## config.mk

```make
export PLATFORM = sky130hd
export DESIGN_NAME = result_tx_sequencer
export DESIGN_NICKNAME = d
export VERILOG_FILES = /design/src/rtl/system_pkg.sv /design/src/rtl/tx_byte_handshake.sv /design/src/rtl/result_tx_sequencer.sv
export SDC_FILE = /design/constraint.sdc
export NUM_CORES = 1
export LEC_CHECK = 0
export BUFFER_PORTS_ARGS = -buffer_cell sky130_fd_sc_hd__buf_2
export CAP_MARGIN = 20
export CORE_MARGIN = 2
export CORE_UTILIZATION = 55
export CTS_BUF_LIST = sky130_fd_sc_hd__clkbuf_8
export CTS_CLUSTER_SIZE = 14
export DETAILED_ROUTE_END_ITERATION = 6
export GPL_TIMING_DRIVEN = 1
export HOLD_SLACK_MARGIN = 0.06
export PLACE_DENSITY = 0.82
export SKIP_LAST_GASP = 1
export SLEW_MARGIN = 10
export SYNTH_ARGS = -nofsm -noshare
export SYNTH_HDL_FRONTEND = slang
export SYNTH_SLANG_ARGS = --single-unit
```

## constraint.sdc

```tcl
create_clock -name CLK -period 2 [get_ports CLK]
set_input_delay 0.1 -clock CLK [delete_from_list [all_inputs] [get_ports CLK]]
set_output_delay 0.1 -clock CLK [all_outputs]
set_load 0.1 [all_outputs]
```

## src/rtl/system_pkg.sv

```systemverilog
// Shared types and constants for the ALU-result-to-UART transmit path.
package system_pkg;

    localparam int unsigned BYTE_WIDTH = 8;

    // ALU_FUN[3:2] value that marks a compare-class result (one byte only).
    localparam logic [1:0] FUN_CMP_CLASS = 2'b10;

    typedef enum logic [2:0] {
        IDLE,
        LOAD_LO,
        WAIT_START_LO,
        WAIT_END_LO,
        LOAD_HI,
        WAIT_START_HI,
        WAIT_END_HI
    } seq_state_t;

    typedef enum logic [1:0] {
        HS_IDLE,
        HS_WAIT_START,
        HS_WAIT_END
    } hs_state_t;

    function automatic logic is_one_byte(input logic [3:0] fun);
        return fun[3:2] == FUN_CMP_CLASS;
    endfunction

endpackage

```

## src/rtl/tx_byte_handshake.sv

```systemverilog
// Single-byte load/start/end handshake with the UART transmitter.
module tx_byte_handshake
    import system_pkg::*;
#(
    parameter int unsigned WIDTH = BYTE_WIDTH
) (
    input  logic             clk,
    input  logic             rst_n,
    input  logic             start,
    input  logic [WIDTH-1:0] tx_byte,
    input  logic             tx_busy,
    output logic             byte_done_c,
    output logic             tx_d_vld,
    output logic [WIDTH-1:0] tx_p_data
);

    hs_state_t        state_q;
    hs_state_t        state_d;
    logic             vld_d;
    logic [WIDTH-1:0] data_d;

    // Strobe only when the transmitter is idle; then wait for its frame to rise and fall.
    always_comb begin
        state_d     = state_q;
        vld_d       = 1'b0;
        data_d      = tx_p_data;
        byte_done_c = 1'b0;
        case (state_q)
            HS_IDLE: begin
                if (start && !tx_busy) begin
                    vld_d   = 1'b1;
                    data_d  = tx_byte;
                    state_d = HS_WAIT_START;
                end
            end
            HS_WAIT_START: begin
                if (tx_busy) state_d = HS_WAIT_END;
            end
            HS_WAIT_END: begin
                if (!tx_busy) begin
                    byte_done_c = 1'b1;
                    state_d     = HS_IDLE;
                end
            end
            default: state_d = HS_IDLE;
        endcase
    end

    always_ff @(posedge clk or negedge rst_n) begin
        if (!rst_n) begin
            state_q   <= HS_IDLE;
            tx_d_vld  <= 1'b0;
            tx_p_data <= '0;
        end else begin
            state_q   <= state_d;
            tx_d_vld  <= vld_d;
            tx_p_data <= data_d;
        end
    end

endmodule

```

## src/rtl/result_tx_sequencer.sv

```systemverilog
// Splits an ALU result into one or two UART bytes (LSB first) and reports occupancy.
module result_tx_sequencer
    import system_pkg::*;
#(
    parameter int unsigned RESULT_WIDTH = 16,
    parameter int unsigned BYTE_WIDTH   = system_pkg::BYTE_WIDTH
) (
    input  logic                    CLK,
    input  logic                    RST,
    input  logic [RESULT_WIDTH-1:0] ALU_OUT,
    input  logic                    OUT_VALID,
    input  logic [3:0]              ALU_FUN,
    input  logic                    TX_Busy,
    output logic [BYTE_WIDTH-1:0]   TX_P_DATA,
    output logic                    TX_D_VLD,
    output logic                    UART_Busy,
    output logic                    Overrun
);

    seq_state_t              state_q;
    seq_state_t              state_d;
    logic [RESULT_WIDTH-1:0] result_q;
    logic [RESULT_WIDTH-1:0] result_d;
    logic                    one_byte_q;
    logic                    one_byte_d;
    logic                    busy_d;
    logic                    overrun_d;
    logic                    hs_start_c;
    logic                    hs_done_c;
    logic [BYTE_WIDTH-1:0]   hs_byte_c;

    assign hs_start_c = (state_q == LOAD_LO) || (state_q == LOAD_HI);
    assign hs_byte_c  = (state_q == LOAD_HI) ? result_q[RESULT_WIDTH-1 -: BYTE_WIDTH]
                                             : result_q[BYTE_WIDTH-1:0];

    // UART_Busy is high exactly outside IDLE, so a result arriving while it is set is dropped.
    always_comb begin
        state_d    = state_q;
        result_d   = result_q;
        one_byte_d = one_byte_q;
        busy_d     = UART_Busy;
        overrun_d  = OUT_VALID && UART_Busy;
        case (state_q)
            IDLE: begin
                if (OUT_VALID) begin
                    result_d   = ALU_OUT;
                    one_byte_d = is_one_byte(ALU_FUN);
                    busy_d     = 1'b1;
                    state_d    = LOAD_LO;
                end
            end
            LOAD_LO:       if (!TX_Busy) state_d = WAIT_START_LO;
            WAIT_START_LO: if (TX_Busy)  state_d = WAIT_END_LO;
            WAIT_END_LO: begin
                if (hs_done_c) begin
                    if (one_byte_q) begin
                        state_d = IDLE;
                        busy_d  = 1'b0;
                    end else begin
                        state_d = LOAD_HI;
                    end
                end
            end
            LOAD_HI:       if (!TX_Busy) state_d = WAIT_START_HI;
            WAIT_START_HI: if (TX_Busy)  state_d = WAIT_END_HI;
            WAIT_END_HI: begin
                if (hs_done_c) begin
                    state_d = IDLE;
                    busy_d  = 1'b0;
                end
            end
            default: begin
                state_d = IDLE;
                busy_d  = 1'b0;
            end
        endcase
    end

    always_ff @(posedge CLK or negedge RST) begin
        if (!RST) begin
            state_q    <= IDLE;
            result_q   <= '0;
            one_byte_q <= 1'b0;
            UART_Busy  <= 1'b0;
            Overrun    <= 1'b0;
        end else begin
            state_q    <= state_d;
            result_q   <= result_d;
            one_byte_q <= one_byte_d;
            UART_Busy  <= busy_d;
            Overrun    <= overrun_d;
        end
    end

    tx_byte_handshake #(
        .WIDTH(BYTE_WIDTH)
    ) u_handshake (
        .clk        (CLK),
        .rst_n      (RST),
        .start      (hs_start_c),
        .tx_byte    (hs_byte_c),
        .tx_busy    (TX_Busy),
        .byte_done_c(hs_done_c),
        .tx_d_vld   (TX_D_VLD),
        .tx_p_data  (TX_P_DATA)
    );

endmodule
```

## Word-level counts from Yosys, hierarchy flattened

Cells that the tools add are included.

| cells by class | value |
|---|---|
| eq/ne operators | 20 |
| mux-type cells | 23 |
| bitwise logic cells | 1 |
| reductions and logical operators | 12 |

Operators with widths:

| kind | count |
|---|---|
| 3-bit 2-to-1 mux | 8 |
| 3-bit one-hot mux with 7 select lines | 1 |
| 2-bit != test, second input constant | 10 |
| 3-bit equality test, second input constant | 3 |
| 1-bit 2-to-1 mux | 8 |
| 8-bit 2-to-1 mux | 1 |
| 7-bit AND reduction | 1 |
| 3-bit by 2-bit equality test with 1-bit output, second input constant | 2 |
| 2-bit 2-to-1 mux | 3 |
| 2-bit one-hot mux with 3 select lines | 1 |
| 5-bit AND reduction | 1 |
| 2-bit equality test, second input constant | 2 |
| 1-bit one-hot mux with 4 select lines | 1 |
| 2-bit AND reduction | 2 |
| 4-bit OR reduction | 1 |
| 3-bit by 1-bit equality test with 1-bit output, second input constant | 1 |
| 3-bit zero test | 1 |
| 3-bit AND reduction | 1 |
| 2-bit by 1-bit equality test with 1-bit output, second input constant | 1 |
| 1-bit logical AND | 2 |
| 2-bit zero test | 1 |
| 2-bit by 1-bit != test with 1-bit output, second input constant | 1 |
| 1-bit zero test | 1 |
| 1-bit logical OR | 1 |
| 1-bit inverter | 1 |

| word-level totals | value |
|---|---|
| register bits | 33 |
| output and inout bits | 11 |

## Longest topological paths before layout

| logic depth | value |
|---|---|
| depth after elaboration | 5 |
| mapped depth | 6 |
| depth with buffers taken out | 3 |

## Hierarchy

A second synthesis with hierarchy kept.

| second synthesis, totals | value |
|---|---|
| cells, all modules | 104 |
| area total of the unflattened synthesis | 1516.5 um^2 |

Modules (own cells, without submodules):

| module | times used | cells each | area an instance (um^2) |
|---|---|---|---|
| result_tx_sequencer | 1 | 79 | 1096.1 |
| tx_byte_handshake | 1 | 25 | 420.4 |

## Least setup slack after synthesis

Ideal clock, no wire load.

| timing path | value |
|---|---|
| path type | register -> register |
| start | register state_q[0] |
| end | register u_handshake.tx_p_data[0] |
| arrival time | 1.451 ns |
| data required time | 1.874 ns |
| slack | 0.423 ns |
| cell stages (with the launch flop) | 5 |
| path buffers | 1 |
| period minus slack after synthesis | 1.577 ns |
| cells stage by stage | dfrtp_1 buf_6 nor3b_4 mux2_2 mux2_4 |

| between the ends | value |
|---|---|
| word-level cells in the longest chain between the ends | 4 |
| elaborated cells between the ends (all ways) | 6 |
| those cells by class | eq/ne (2); mux (1); reduce/logical (3) |

RTL lines:

| element | RTL line | RTL |
|---|---|---|
| start, declared | result_tx_sequencer.sv:20 | `seq_state_t state_q;` |
| start signal, assigned | result_tx_sequencer.sv:87 | `state_q <= state_d;` |
| 3-bit by 1-bit equality test with 1-bit output or 3-bit equality test (tied branches) | result_tx_sequencer.sv:32, result_tx_sequencer.sv:33 |  |
| 1-bit logical OR | result_tx_sequencer.sv:32 | `assign hs_start_c = (state_q == LOAD_LO) \|\| (state_q == LOAD_HI);` |
| 1-bit logical AND | tx_byte_handshake.sv:30 | `if (start && !tx_busy) begin` |
| 2-bit AND reduction (no line) | - |  |
| end signal, assigned | tx_byte_handshake.sv:57 | `tx_p_data <= data_d;` |
| end, declared | tx_byte_handshake.sv:14 | `output logic [WIDTH-1:0] tx_p_data` |

Several ways; a longest one is shown, not always the timed one.
A chain may end at the register's enable or synchronous reset.

## Worst setup path after layout

| timing path | value |
|---|---|
| start | register state_q[0] |
| end | register u_handshake.tx_p_data[3] |

The elaborated chain is that of the path after synthesis.

==> results.yml <==
logic_synthesis:
  synthSimpleGateAreaFrac_pct: 8.40
  synth_nets: 129
  syn_avg_cell_area_um2: 14.8
  synth_top_cell_area_share_pct: 53.3
  yosysUniqueCellTypes: 31
  synth_top_family_by_area: "multiplexers"
  synth-xor-area-share_pct: 2.34
  synthAdderAreaFrac_pct: 0.646
  synth_commonest_cells: "dfrtp_1 (33), mux2_2 (23), mux2_4 (8)"
  synth_compound_area_share_pct: 5.01
  yosysWarnings: 0
  synth.area.top_cells: "dfrtp_1 (53%), mux2_2 (17%), mux2_4 (7.8%)"
  ys_dominant_reg_cell: "dfrtp_1"
  yosysTopAreaCell: "dfrtp_1"
  ys_ff_latch: 33
  synth_mux_area_share_pct: 25.2
  postSynthCellCount: 105
  syn_area_um2: 1550
  synth_edf_count: 0
  yosysSeqAreaShare_pct: 53.3
  ys_async_sr_fraction_pct: 100
  yosysMostFrequentCell: "dfrtp_1"
place:
  port_buffers: 32
  dpl_worst_slack_ns: 0.205
  dpl.hpwl_mm: 1.94
  gp_congestion: 0.807
sta:
  layout_setup_ws_ns: 0.228
  tns_ns: 0
  hold_violations: 0
  relSlewSlack_pct: 52.8
  worstMarginPinSlew_ns: 0.708
  period_share_pct: 88.6
  max_freq_mhz: 564
  setup_viol: 0
  clock_skew_ns: 0.00401
  period_needed_ns: 1.77
  rsz0062_at_grt: "no"
  final_max_slew_viol_count: 0
global_route:
  gr-total-overflow: 0
  grt_pass1_vias: 1050
  grt_pass1_wl_mm: 4.82
  grt_max_degree: 34
  antenna_found_initial: 0
  grt_use_total_pct: 20.3
clock_tree:
  clock-root-buffer: "clkbuf_8"
  post-cts-setup-buffers: 0
  path_clk_slew_ns: 0.07
  cts_buffers: 5
  cts_tree: "yes"
  ctsLongestPathBuffers: 2
  clkSinkCount: 33
  htreeDepth: 2
  clock_latency_ns: 0.29
min_path:
  min_path_type: "in2reg"
power_and_ir_drop:
  p_sw_share_pct: 42.8
  ir_drop_v: 0.00167
  powerDensity_nw_per_um2: 1680
  p_seq_share_pct: 34.1
  power_frac_clock_pct: 19.0
  leakage_uw: 0.000971
  power.internal_uw: 1940
  p_comb_share_pct: 46.9
  p_sw_uw: 1460
route:
  dr_total_vias: 996
  drtIter0Drc: 24
  drc: 0
  firstDrtPassIters: 4
  viasPerCell: 5.16
  routedWlPerCell_um: 14.9
  ant_nets: 0
  wl_mm: 2.88
critical_path:
  cp-end-kind: "flop"
  cp.arrival_ns: 1.95
  setup.worst_path.start_class: "flop"
  criticalPathCategory: "reg2reg"
  worstPathRequired_ns: 2.17
  crit_fanout: 6
floorplan:
  core_area_um2: 2710
  placementRows: 19
  die_area_um2: 3260
  start_util_pct: 57.2
  ios: 35
  die_y_um: 57.1
  die_x_um: 57.1
run_status:
  outcome: "finished clean"
final_layout:
  layout-drive-gt1-share_pct: 51.9
  fill_cells: 175
  final_nets: 185
  num_antenna_cells: 0
  area_delta_synth_final_pct: 30.9
flow_run:
  maxCapViolations: 0
[final timing paths]
check                                  start  cells past startpoint                       end  slack, ns
worst min-delay path              ALU_OUT[5]                      2               result_q[5]       0.07
worst min register to register  result_q[15]                      1              result_q[15]       0.49
min in group asynchronous                RST                      2  u_handshake.tx_p_data[6]       0.39
worst max register to register    state_q[0]                      4  u_handshake.tx_p_data[3]       0.23
worst max-delay path              state_q[0]                      4  u_handshake.tx_p_data[3]       0.23
max in group asynchronous                RST                      2  u_handshake.tx_p_data[3]       1.15
[registers in the layout, summed over array words and instances, names as in the netlist]
| name | count |
|---|---|
| Overrun | 1 |
| UART_Busy | 1 |
| one_byte_q | 1 |
| result_q | 16 |
| state_q | 3 |
| u_handshake.state_q | 2 |
| u_handshake.tx_d_vld | 1 |
| u_handshake.tx_p_data | 8 |
[layer usage]
metal	up-vias	track usage (%)	share of wire [%]
met3	3	6.80	4.3
met1	487	23.5	42
li1	481	-	-
met4	0	7.97	1.2
met5	-	0	0
met2	25	34.6	52
[worst max-delay path, cell delays in order (launching register included)]
cell     delay [ns]
dfrtp_1        0.53
nor3b_4        0.32
buf_4          0.21
mux2_2         0.34
mux2_4         0.25
[stage by stage]
stage          util, %  hold slack (ns)  cell area, um2  cells  total power [uW]
3_5_place_dp      64.3            0.191            1740    168              2750
4_1_cts           74.8           0.0627            2030    193              3430
6_report          74.8           0.0713            2030    193              3400
5_1_grt           74.8           0.0629            2030    193              3570
2_1_floorplan        -           -0.196            1550    105              2480
3_3_place_gp      64.3            0.187            1740    168              2680
[placed cells by master, fill, tap and decap left out]
master and instances:
dfrtp_1 33, buf_2 32, mux2_2 23, dlygate4sd3_1 17, mux2_4 8, buf_4 7, clkbuf_8 6, inv_1 4
nor2_1 3, o21ai_0 3, nor4b_4 2, a21o_2 2, nand2b_1 2, a21oi_1 2, nand2_1 2, xnor2_4 1
and2_1 1, nor3b_4 1, nor3b_1 1, maj3_1 1, xnor2_1 1, nand3_1 1, or3b_2 1, o311ai_0 1
a21boi_0 1, o32a_1 1, nor4_1 1, a22o_1 1, mux2_1 1, nand3b_1 1, bufinv_16 1
[power by group through the flow]
stage,Clock (uW),Sequential [uW],Combinational [uW]
floorplan,0,1780,701
global placement,0,1150,1540
detailed placement,0,1170,1580
CTS,660,1160,1610
global route,681,1200,1690
finish,647,1160,1590
[cells by family (layout without fill, tap and decap cells)]
| logic type | after synthesis | in the layout |
|---|---|---|
| buffers and inverters | 10 | 67 |
| adder cells (fa/ha/maj) | 1 | 1 |
| multiplexers | 32 | 32 |
| XOR/XNOR | 2 | 2 |
| AO/OA/AOI/OAI | 11 | 11 |
| flip-flops | 33 | 33 |
| AND/OR/NAND/NOR | 16 | 16 |
[what timing repair did]
action | 4_1_cts | 5_1_grt
endpoints found under the hold margin | 49 | 0
resized for setup | 0 | 0
hold buffers | 17 | 0
[area by class of cell]
| class | instances | area, um2 | area share (%) |
|---|---|---|---|
| Sequential cell | 33 | 826 | 40.7 |
| Multi-Input combinational cell | 62 | 653 | 32.2 |
| Timing Repair Buffer | 56 | 383 | 18.9 |
| Clock buffer | 6 | 82.6 | 4.07 |
| Tap cell | 31 | 38.8 | 1.91 |
| Clock inverter | 2 | 33.8 | 1.67 |
| Inverter | 3 | 11.3 | 0.555 |
(Power assumes the default switching activity.)
